**src/rtl/two_digit_count_ctrl.sv**
```systemverilog
// rtl/two_digit_count_ctrl.sv - run controller for a two-digit BCD counter chain
//
// Turns start/stop/clear operator commands into the count enable and
// active-low clear for a units/tens digit chain, generates the count
// timebase from a prescaler, and halts once the displayed value reaches
// LIMIT.
//
// Optional feature macro: TWO_DIGIT_COUNT_CTRL_AUTO_WRAP_EN
//   When defined, reaching LIMIT clears the digits and keeps running
//   instead of halting in DONE.
//
// Parameters:
//   TICK_DIV  clk cycles per count tick (>= 2)
//   LIMIT     terminal decimal value (0..99)
//
// Ports:
//   clk        system clock, rising edge
//   reset      synchronous active-high reset
//   start      start/resume request (level, rising-edge detected)
//   stop       pause request (level, rising-edge detected)
//   clear      clear request (level, rising-edge detected)
//   units      units digit (BCD) from the units counter
//   tens       tens digit (BCD) from the tens counter
//   cnt_en     one-cycle enable pulse to the units counter
//   cnt_clr_n  active-low clear to both digit counters
//   running    high while in RUN
//   done       high while in DONE

module two_digit_count_ctrl #(
  parameter int TICK_DIV = 50,
  parameter int LIMIT    = 99
) (
  input  logic       clk,
  input  logic       reset,
  input  logic       start,
  input  logic       stop,
  input  logic       clear,
  input  logic [3:0] units,
  input  logic [3:0] tens,
  output logic       cnt_en,
  output logic       cnt_clr_n,
  output logic       running,
  output logic       done
);

  localparam int PW = $clog2(TICK_DIV);
  localparam logic [PW-1:0] PRE_LAST = PW'(TICK_DIV - 1);

  typedef enum logic [1:0] {IDLE, RUN, PAUSE, DONE} state_t;

  state_t          state_q, state_d;
  logic [PW-1:0]   pre_q, pre_d;
  logic            start_q, stop_q, clear_q;
  logic            start_ev, stop_ev, clear_ev;
  logic            tick;
  logic            at_limit;
  logic [7:0]      value;
  logic            cnt_en_d, clr_n_d;

  assign start_ev = start & ~start_q;
  assign stop_ev  = stop  & ~stop_q;
  assign clear_ev = clear & ~clear_q;

  // 8 bits so a non-BCD tens digit cannot alias onto LIMIT through overflow
  assign value    = 8'(tens) * 8'd10 + 8'(units);
  assign at_limit = (value == 8'(LIMIT));
  assign tick     = (state_q == RUN) && (pre_q == PRE_LAST);

  always_comb begin
    state_d  = state_q;
    pre_d    = pre_q;
    cnt_en_d = 1'b0;
    clr_n_d  = 1'b1;
    if (clear_ev) begin
      state_d = IDLE;
      pre_d   = '0;
      clr_n_d = 1'b0;
    end else if (stop_ev) begin
      // Stop outranks start and a coincident tick; prescaler is frozen
      if (state_q == RUN) state_d = PAUSE;
    end else begin
      case (state_q)
        IDLE: begin
          if (start_ev) begin
            state_d = RUN;
            pre_d   = '0;
          end
        end
        PAUSE: begin
          if (start_ev) state_d = RUN;
        end
        RUN: begin
          if (tick) begin
            pre_d = '0;
            if (at_limit) begin
`ifdef TWO_DIGIT_COUNT_CTRL_AUTO_WRAP_EN
              clr_n_d = 1'b0;
`else
              state_d = DONE;
`endif
            end else begin
              cnt_en_d = 1'b1;
            end
          end else begin
            pre_d = pre_q + PW'(1);
          end
        end
        default: ;
      endcase
    end
  end

  always_ff @(posedge clk) begin
    if (reset) begin
      state_q   <= IDLE;
      pre_q     <= '0;
      start_q   <= 1'b0;
      stop_q    <= 1'b0;
      clear_q   <= 1'b0;
      cnt_en    <= 1'b0;
      cnt_clr_n <= 1'b0;
      running   <= 1'b0;
      done      <= 1'b0;
    end else begin
      state_q   <= state_d;
      pre_q     <= pre_d;
      start_q   <= start;
      stop_q    <= stop;
      clear_q   <= clear;
      cnt_en    <= cnt_en_d;
      cnt_clr_n <= clr_n_d;
      running   <= (state_d == RUN);
      done      <= (state_d == DONE);
    end
  end

endmodule

```
**config.mk**
```make
export PLATFORM = sky130hd
export DESIGN_NAME = two_digit_count_ctrl
export DESIGN_NICKNAME = d
export VERILOG_FILES = /design/src/rtl/two_digit_count_ctrl.sv
export SDC_FILE = /design/constraint.sdc
export NUM_CORES = 1
export LEC_CHECK = 0
export CAP_MARGIN = 20
export CORE_AREA = 2 2 58 60
export CTS_BUF_LIST = sky130_fd_sc_hd__clkbuf_8
export DETAILED_ROUTE_END_ITERATION = 10
export DIE_AREA = 0 0 60 62
export GPL_TIMING_DRIVEN = 1
export SLEW_MARGIN = 20
export SYNTH_ARGS = -nofsm -noshare
export SYNTH_HDL_FRONTEND = slang
export SYNTH_SLANG_ARGS = --single-unit
```
**constraint.sdc**
```tcl
create_clock -name clk -period 2.72 [get_ports clk]
set_input_delay 0.408 -clock clk [delete_from_list [all_inputs] [get_ports clk]]
set_output_delay 0.408 -clock clk [all_outputs]
set_load 0.03 [all_outputs]
```
=== Word-level counts from Yosys, hierarchy flattened ===
Index checks and enable logic that the tools add are counted.

* Flip-flop bits (word level): 15
* Input bits: 13
* Output and inout port bits: 4
* Word-level logic and storage cells: 47

* $add $sub $neg: 2
* Multiply operators: 1
* Equality and inequality tests: 7
* Mux-type cells: 12
* Bitwise gates (word level): 9
* Reduce and logical (&&, ||, !) cells: 7

{| class="wikitable"
|+ Operator list
! operator !! number
|-
| 2-bit 2-to-1 mux || 6
|-
| 6-bit 2-to-1 mux || 2
|-
| 6-bit one-hot mux with 2 select lines || 1
|-
| 8-bit by 4-bit adder with 8-bit output || 1
|-
| 8-bit by 7-bit equality test with 1-bit output, second input constant || 1
|-
| 4-bit by 3-bit multiplier with 7-bit output, second input constant || 1
|-
| 6-bit by 1-bit adder with 6-bit output, second input constant || 1
|-
| 6-bit equality test, second input constant || 1
|-
| 1-bit inverter || 6
|-
| 5-bit OR reduction || 1
|-
| 2-bit by 1-bit equality test with 1-bit output, second input constant || 2
|-
| 2-bit equality test, second input constant || 2
|-
| 2-bit one-hot mux with 2 select lines || 1
|-
| 2-bit OR reduction || 2
|-
| 1-bit AND || 3
|-
| 3-bit AND reduction || 1
|-
| 2-bit logical NOT || 1
|-
| 1-bit 2-to-1 mux || 2
|-
| 2-bit != test, second input constant || 1
|-
| 2-bit nonzero test || 1
|-
| 1-bit logical AND || 1
|}

=== Depth between registers and ports, before layout ===
Gate-level depths: netlist (run 1).

* Depth in word-level cells: 9
* Gate-level depth with buffers: 7

=== Least setup slack after synthesis (run 1) ===
Ideal clock, no wire load.

* Kind: input port to flip-flop
* Start: in tens[1]
* End: reg state_q[1]
* Setup time: 0.079 ns
* Arrival: 2.249 ns
* Required time: 2.641 ns
* Slack: 0.392 ns
* Stages: 6
* Cells stage by stage: ha_1 > ha_1 > fa_1 > a211o_1 > a2111o_1 > a211oi_2

* Word-level cells in the longest chain between the ends: 8

{| class="wikitable"
|+ RTL lines
! element !! RTL line !! source
|-
| from (decl) || 39 || <nowiki>input logic [3:0] tens,</nowiki>
|-
| 4-bit by 3-bit multiplier with 7-bit output || 65 || <nowiki>assign value = 8'(tens) * 8'd10 + 8'(units);</nowiki>
|-
| 8-bit by 4-bit adder with 8-bit output || 65 ||
|-
| 8-bit by 7-bit equality test with 1-bit output || 66 || <nowiki>assign at_limit = (value == 8'(LIMIT));</nowiki>
|-
| 2-bit 2-to-1 mux || 95 || <nowiki>if (at_limit) begin</nowiki>
|-
| 2-bit 2-to-1 mux || 93 || <nowiki>if (tick) begin</nowiki>
|-
| 2-bit one-hot mux with 2 select lines || 82 || <nowiki>case (state_q)</nowiki>
|-
| 2-bit 2-to-1 mux || 78 || <nowiki>end else if (stop_ev) begin</nowiki>
|-
| 2-bit 2-to-1 mux || 74 || <nowiki>if (clear_ev) begin</nowiki>
|-
| to (signal assigned) || 125 || <nowiki>state_q <= state_d;</nowiki>
|-
| to (decl) || 51 || <nowiki>state_t state_q, state_d;</nowiki>
|}

Every way passes these cells.
A chain may end at the register's enable or synchronous reset.

=== Worst setup path after layout (run 1) ===
Ends and elaborated chain as after synthesis.

==> results.toml, run 1 <==
[min_path]
holdCritPathClass = "flop to flop"
whs_path_depth = 2
worstHoldStart = "pre_q[5]$_SDFFE_PP0P_"

[clocking]
cts_hold_buf = 0
post-cts-setup-buffer-count = 0
htree_levels = 1
clock-sinks = 15
clkTransAtPathRegs_ps = 60
numCtsBuffers = 3
root_buffer = "clkbuf_8"
clock_path_buffers = 2
ctsResizeCount = 0
cts_tree = "done"
insertion_delay_ps = 240

[timing]
rsz0062_at_grt = "no"
worst_slew_pin_slew_ps = 484
final_max_slew_viol_count = 0
final.setup.worst_slack_ps = 128
slew_headroom_pct = 67.6
finalSetupViolCount = 0
min_period_over_period_pct = 95.3
skew_ps = 3.58
finalCriticalPeriod_ps = 2590
fmax_ghz = 0.386
finalHoldViolCount = 0

[detailed_routing]
drt-total-wl_um = 1720
drt-pass1-iter-count = 3
ant_nets = 0
via_per_inst = 4.71
routedWlPerCell_um = 10.7
drcViolationCount = 0
drt-initial-drc-count = 11
vias = 758

[critical_path]
r2r_slack_ps = 1160
cp_max_fo = 2
crit_path_start_kind = "input port"
rr_worst_depth = 4
cp_data_arrival_time_ps = 2760
cp.required_ps = 2890
startpoint = "tens[1]"
critPathKind = "input port to flop"
cp-end-kind = "flop"
r2r-start = "stop_q$_SDFF_PP0_"

[synthesis]
synth_fp_nets = 115
synthCells = 91
yosys.area_share.simple_pct = 19.7
synth.avg_cell_area_sq_um = 9.40
yosysWarnings = 0
yosysSeqAreaShare_pct = 35.1
synthTopCellsByArea = "dfxtp_1 (35%), ha_1 (13%), fa_1 (4.7%)"
yosysTopAreaCellShare_pct = 35.1
synth_ff_type = "dfxtp_1"
synth_xor_area_share_pct = 2.05
synthMuxAreaShare_pct = 1.17
synthesis.area_sq_um = 856
synth.distinct_cells = 35
async_reset_ff_share_pct = 0
yosysTopAreaCell = "dfxtp_1"
synth-adder-area-share_pct = 17.8
synth_compound_area_share_pct = 20.2
yosys_register_bits = 15
synth_edf_count = 0
synth_top_family_by_area = "compound AO/OA/AOI/OAI gates"

[grt]
grt_pass1_vias = 689
grt_pass1_wl_um = 2730
antenna_found_initial = 0
grt-ovfl-total = 0
grt_max_degree = 9
track_usage_pct = 9.89

[cells_and_area]
antenna_cells = 0
finalNetCount = 140
synthToLayoutAreaGrowth_pct = 34.2
drive_above_1_share_pct = 7.83
stdcell_area_sq_um = 1150
instances_no_fill = 161
n_fill_cell = 335

[floorplanning]
die_height_um = 62
pin_count = 17
die_area_sq_um = 3720
rows = 21
fp.dieW_um = 60
core_sq_um = 3180
start_util_pct = 26.9

[run_status]
status = "completed"

[placement]
dp_hpwl_um = 1410
post-place-ws_ps = -131
globalplace.congestion = 0.755
io_buffers = 16
placed_cells = 157
placed_cell_area_sq_um = 1100

[power]
power.total_uw = 497
p_leak_nw = 0.448
power_density_nw_per_um2 = 433
ir_drop_mv = 0.162

[run]
maxCapViolations = 0
[worst paths after layout]
check,end
max,state_q[1]$_SDFF_PP0_
min,pre_q[5]$_SDFFE_PP0P_
max reg2reg,pre_q[5]$_SDFFE_PP0P_
min reg2reg,pre_q[5]$_SDFFE_PP0P_
[worst max-delay path, stage by stage]
cell             delay, ps
clkdlybuf4s50_1        420
ha_1                   300
ha_1                   230
fa_1                   460
a211o_1                290
a2111o_1               430
a211oi_2               210
[logic make-up after synthesis]
kind of cell    count (synthesis)
compound gates                 24
xor+xnor                        2
buf+inv                         9
mux                             1
flops                          15
fa+ha+maj                      11
simple gates                   29
[routing by layer]
metal  vias up  routed length [um]  track usage (%)
li1        383                   -                -
met1       357                 766             11.2
met2        16                 822             17.1
met3         2                 114             2.28
met4         0                  21             5.71
met5         -                   0                0
[synth_stat cells, drive strengths merged (2+ instances only)]
cell type	n
nor2	3
fa	2
nand2	6
nand3	2
a211oi	4
ha	9
a21boi	2
nor2b	4
a21oi	6
nand4	3
dfxtp	15
inv	9
or3	2
o21ai	3
xor2	2
[where the power goes]
group          switching [mW]  internal (mW)  leakage [nW]
clock                  0.0728         0.0998        0.0269
sequential            0.00351          0.226         0.122
combinational          0.0466         0.0480         0.299
[stage by stage]
stage                     util [%]  hold slack [ps]  TNS, ps
after floorplan                  -              447        0
after CTS                     36.1              483        0
after global routing          36.1              520        0
after global placement        34.7              462     -144
after detailed placement      34.7              473     -308
final                         36.1              480        0
[cell type report]
type,count,area [sq um],area share (%)
multi-input combinational,67,522,45.4
sequential,15,300,26.1
timing repair buffer,20,190,16.6
tap,46,57.6,5.01
clock buffer,3,41.3,3.59
inverter,9,33.8,2.94
clock inverter,1,3.75,0.327
[placed cells by master, fill, tap and decap left out, types with 2 or more instances in the layout]
cell	count
inv_1	10
ha_1	9
dfxtp_1	15
xor2_1	2
nand4_1	3
clkbuf_8	3
fa_1	2
clkdlybuf4s50_1	16
or3_1	2
nor2_1	3
nand3_1	2
nor2b_1	4
o21ai_0	3
a211oi_1	3
a21boi_0	2
nand2_1	6
a21oi_1	6
buf_4	4
[flip-flops by register name, indices dropped and copies added (netlist names)]
register   cells
state_q        2
running        1
cnt_en         1
cnt_clr_n      1
done           1
pre_q          6
start_q        1
clear_q        1
stop_q         1
Note: power is estimated with default switching activity, not from simulation.
==> run 2: changes to the inputs <==
CORE_AREA = 2 2 44 46   (was 2 2 58 60)
CTS_CLUSTER_SIZE = 24   (was not set)
DIE_AREA = 0 0 46 48   (was 0 0 60 62)
PLACE_DENSITY = 0.77   (was not set)
==> run 2 against run 1 <==
- first-iteration DRC count is 91% lower
- count of clock-buffer cells in the layout stayed put
- final area is 2.7% lower
- hold slack better by 8.6 ps
- largest cell class unchanged
==> results.toml, run 2 (synthesis results as in run 1) <==
[critical_path]
critPathKind = "input port to flop"
crit_chain = "clkdlybuf4s50_1 -> ha_1 -> ha_1 -> fa_1 -> a211o_1 -> a2111o_1 -> a211oi_2"
slowest_stage = "clkdlybuf4s50_1"
cp_data_arrival_time_ps = 2760
r2r_slack_ps = 1200
cp.required_ps = 2880
rr_worst_depth = 4
cp-end-kind = "flop"
crit_top_cell = "ha_1"
max_stage_delay_ps = 490
cp_max_fo = 2
crit_buf_inv = 1
crit_path_start_kind = "input port"
reg2reg_to = "pre_q[5]$_SDFFE_PP0P_"
r2r-start = "stop_q$_SDFF_PP0_"
cp_top_family = "adder cells"

[cells_and_area]
layout_commonest_cell = "clkdlybuf4s50_1"
drive_above_1_share_pct = 8.70
final_cell_mix = "clkdlybuf4s50_1 (16), dfxtp_1 (15), inv_1 (10)"
regMostFlops = "pre_q"
n_fill_cell = 144
reg_top3 = "pre_q: 6 flops, state_q: 2 flops"
antenna_cells = 0
finalNetCount = 140
synthToLayoutAreaGrowth_pct = 30.6
stdcell_area_sq_um = 1120
largest_reg_flops = 6

[grt]
antenna_found_initial = 0
grt_pass1_vias = 747
grt_max_degree = 9
grt_pass1_wl_um = 3110
grt-ovfl-total = 0
track_usage_pct = 19.8

[run_status]
status = "completed"

[timing]
finalCriticalPeriod_ps = 2590
rsz0062_at_grt = "no"
final.setup.worst_slack_ps = 126
slew_headroom_pct = 68.8
finalHoldViolCount = 0
worst_slew_pin_slew_ps = 466
setup_tns_ps = 0
fmax_ghz = 0.385
finalSetupViolCount = 0
final_max_slew_viol_count = 0
min_period_over_period_pct = 95.4
skew_ps = 2.04

[detailed_routing]
drcViolationCount = 0
vias = 754
via_per_inst = 5.71
drt-initial-drc-count = 1
ant_nets = 0
drt-pass1-iter-count = 4
drt-total-wl_um = 1800
routedWlPerCell_um = 13.6

[clocking]
insertion_delay_ps = 240
clock_path_buffers = 2
numCtsBuffers = 3
clock-sinks = 15
cts_hold_buf = 0
post-cts-setup-buffer-count = 0
htree_levels = 1
clkTransAtPathRegs_ps = 60
cts_tree = "done"
root_buffer = "clkbuf_8"

[placement]
globalplace.congestion = 0.797
io_buffers = 16
dp_hpwl_um = 1470
placed_cell_area_sq_um = 1070
post-place-ws_ps = -179

[min_path]
worstHoldStart = "pre_q[5]$_SDFFE_PP0P_"
whs_path_depth = 2
holdCritPathClass = "flop to flop"
holdPathEnd = "pre_q[5]$_SDFFE_PP0P_"

[floorplanning]
start_util_pct = 50.7
pin_count = 17
core_sq_um = 1690
fp.dieW_um = 46
die_area_sq_um = 2210
rows = 15
die_height_um = 48

[power]
p_leak_nw = 0.449
power.total_uw = 498
ir_drop_mv = 0.353
power_density_nw_per_um2 = 446

[run]
maxCapViolations = 0
==> run 2: worst max path at each step <==
stage | from | end | slack [ps] | cells after the start
floorplan | tens[1] | state_q[1]$_SDFF_PP0_ | 390 | 6
global placement | tens[1] | state_q[1]$_SDFF_PP0_ | -90 | 7
detailed placement | tens[1] | state_q[1]$_SDFF_PP0_ | -180 | 7
CTS | tens[1] | state_q[1]$_SDFF_PP0_ | 90 | 7
global route | tens[1] | state_q[1]$_SDFF_PP0_ | 20 | 7
finish | tens[3] | state_q[1]$_SDFF_PP0_ | 130 | 7
==> run 2: per-layer routing <==
metal	share of wire (%)	vias up	track usage (%)
li1	-	381	-
met1	41	354	19.5
met2	54	17	40.6
met3	4.1	2	4.91
met4	0.67	0	5.14
met5	0	-	0
==> run 2: where the power goes <==
group          total, mW  internal [mW]  switching (mW)
Sequential         0.230          0.226         0.00354
Combinational     0.0971         0.0493          0.0478
Clock              0.172         0.0997          0.0719
Total              0.498          0.375           0.123
==> run 2: area by class of cell <==
| cell class | instances | area [sq um] | area share (%) |
|---|---|---|---|
| tap | 17 | 21.3 | 1.90 |
| sequential | 15 | 300 | 26.9 |
| clock inverter | 1 | 3.75 | 0.336 |
| inverter | 9 | 33.8 | 3.02 |
| timing repair buffer | 20 | 190 | 17.0 |
| clock buffer | 3 | 41.3 | 3.70 |
| multi-input combinational | 67 | 527 | 47.1 |
==> run 2: tightest hold or removal path, stage by stage, from the launching register on <==
cell	delay, ps
dfxtp_1	320
o31ai_1	70
a21oi_1	50
==> run 2: per-stage QoR <==
stage	instances	hold WS [ps]	utilization (%)
6_report	132	488	66.1
5_1_grt	132	495	66.1
4_1_cts	132	488	65.9
3_5_place_dp	128	480	63.2
3_3_place_gp	128	472	63.2
2_1_floorplan	91	447	-
==> run 2: timing repair <==
action,in CTS,in global routing
setup endpoints to repair,0,1
gates resized for setup,0,1
endpoints found under the hold margin,0,0
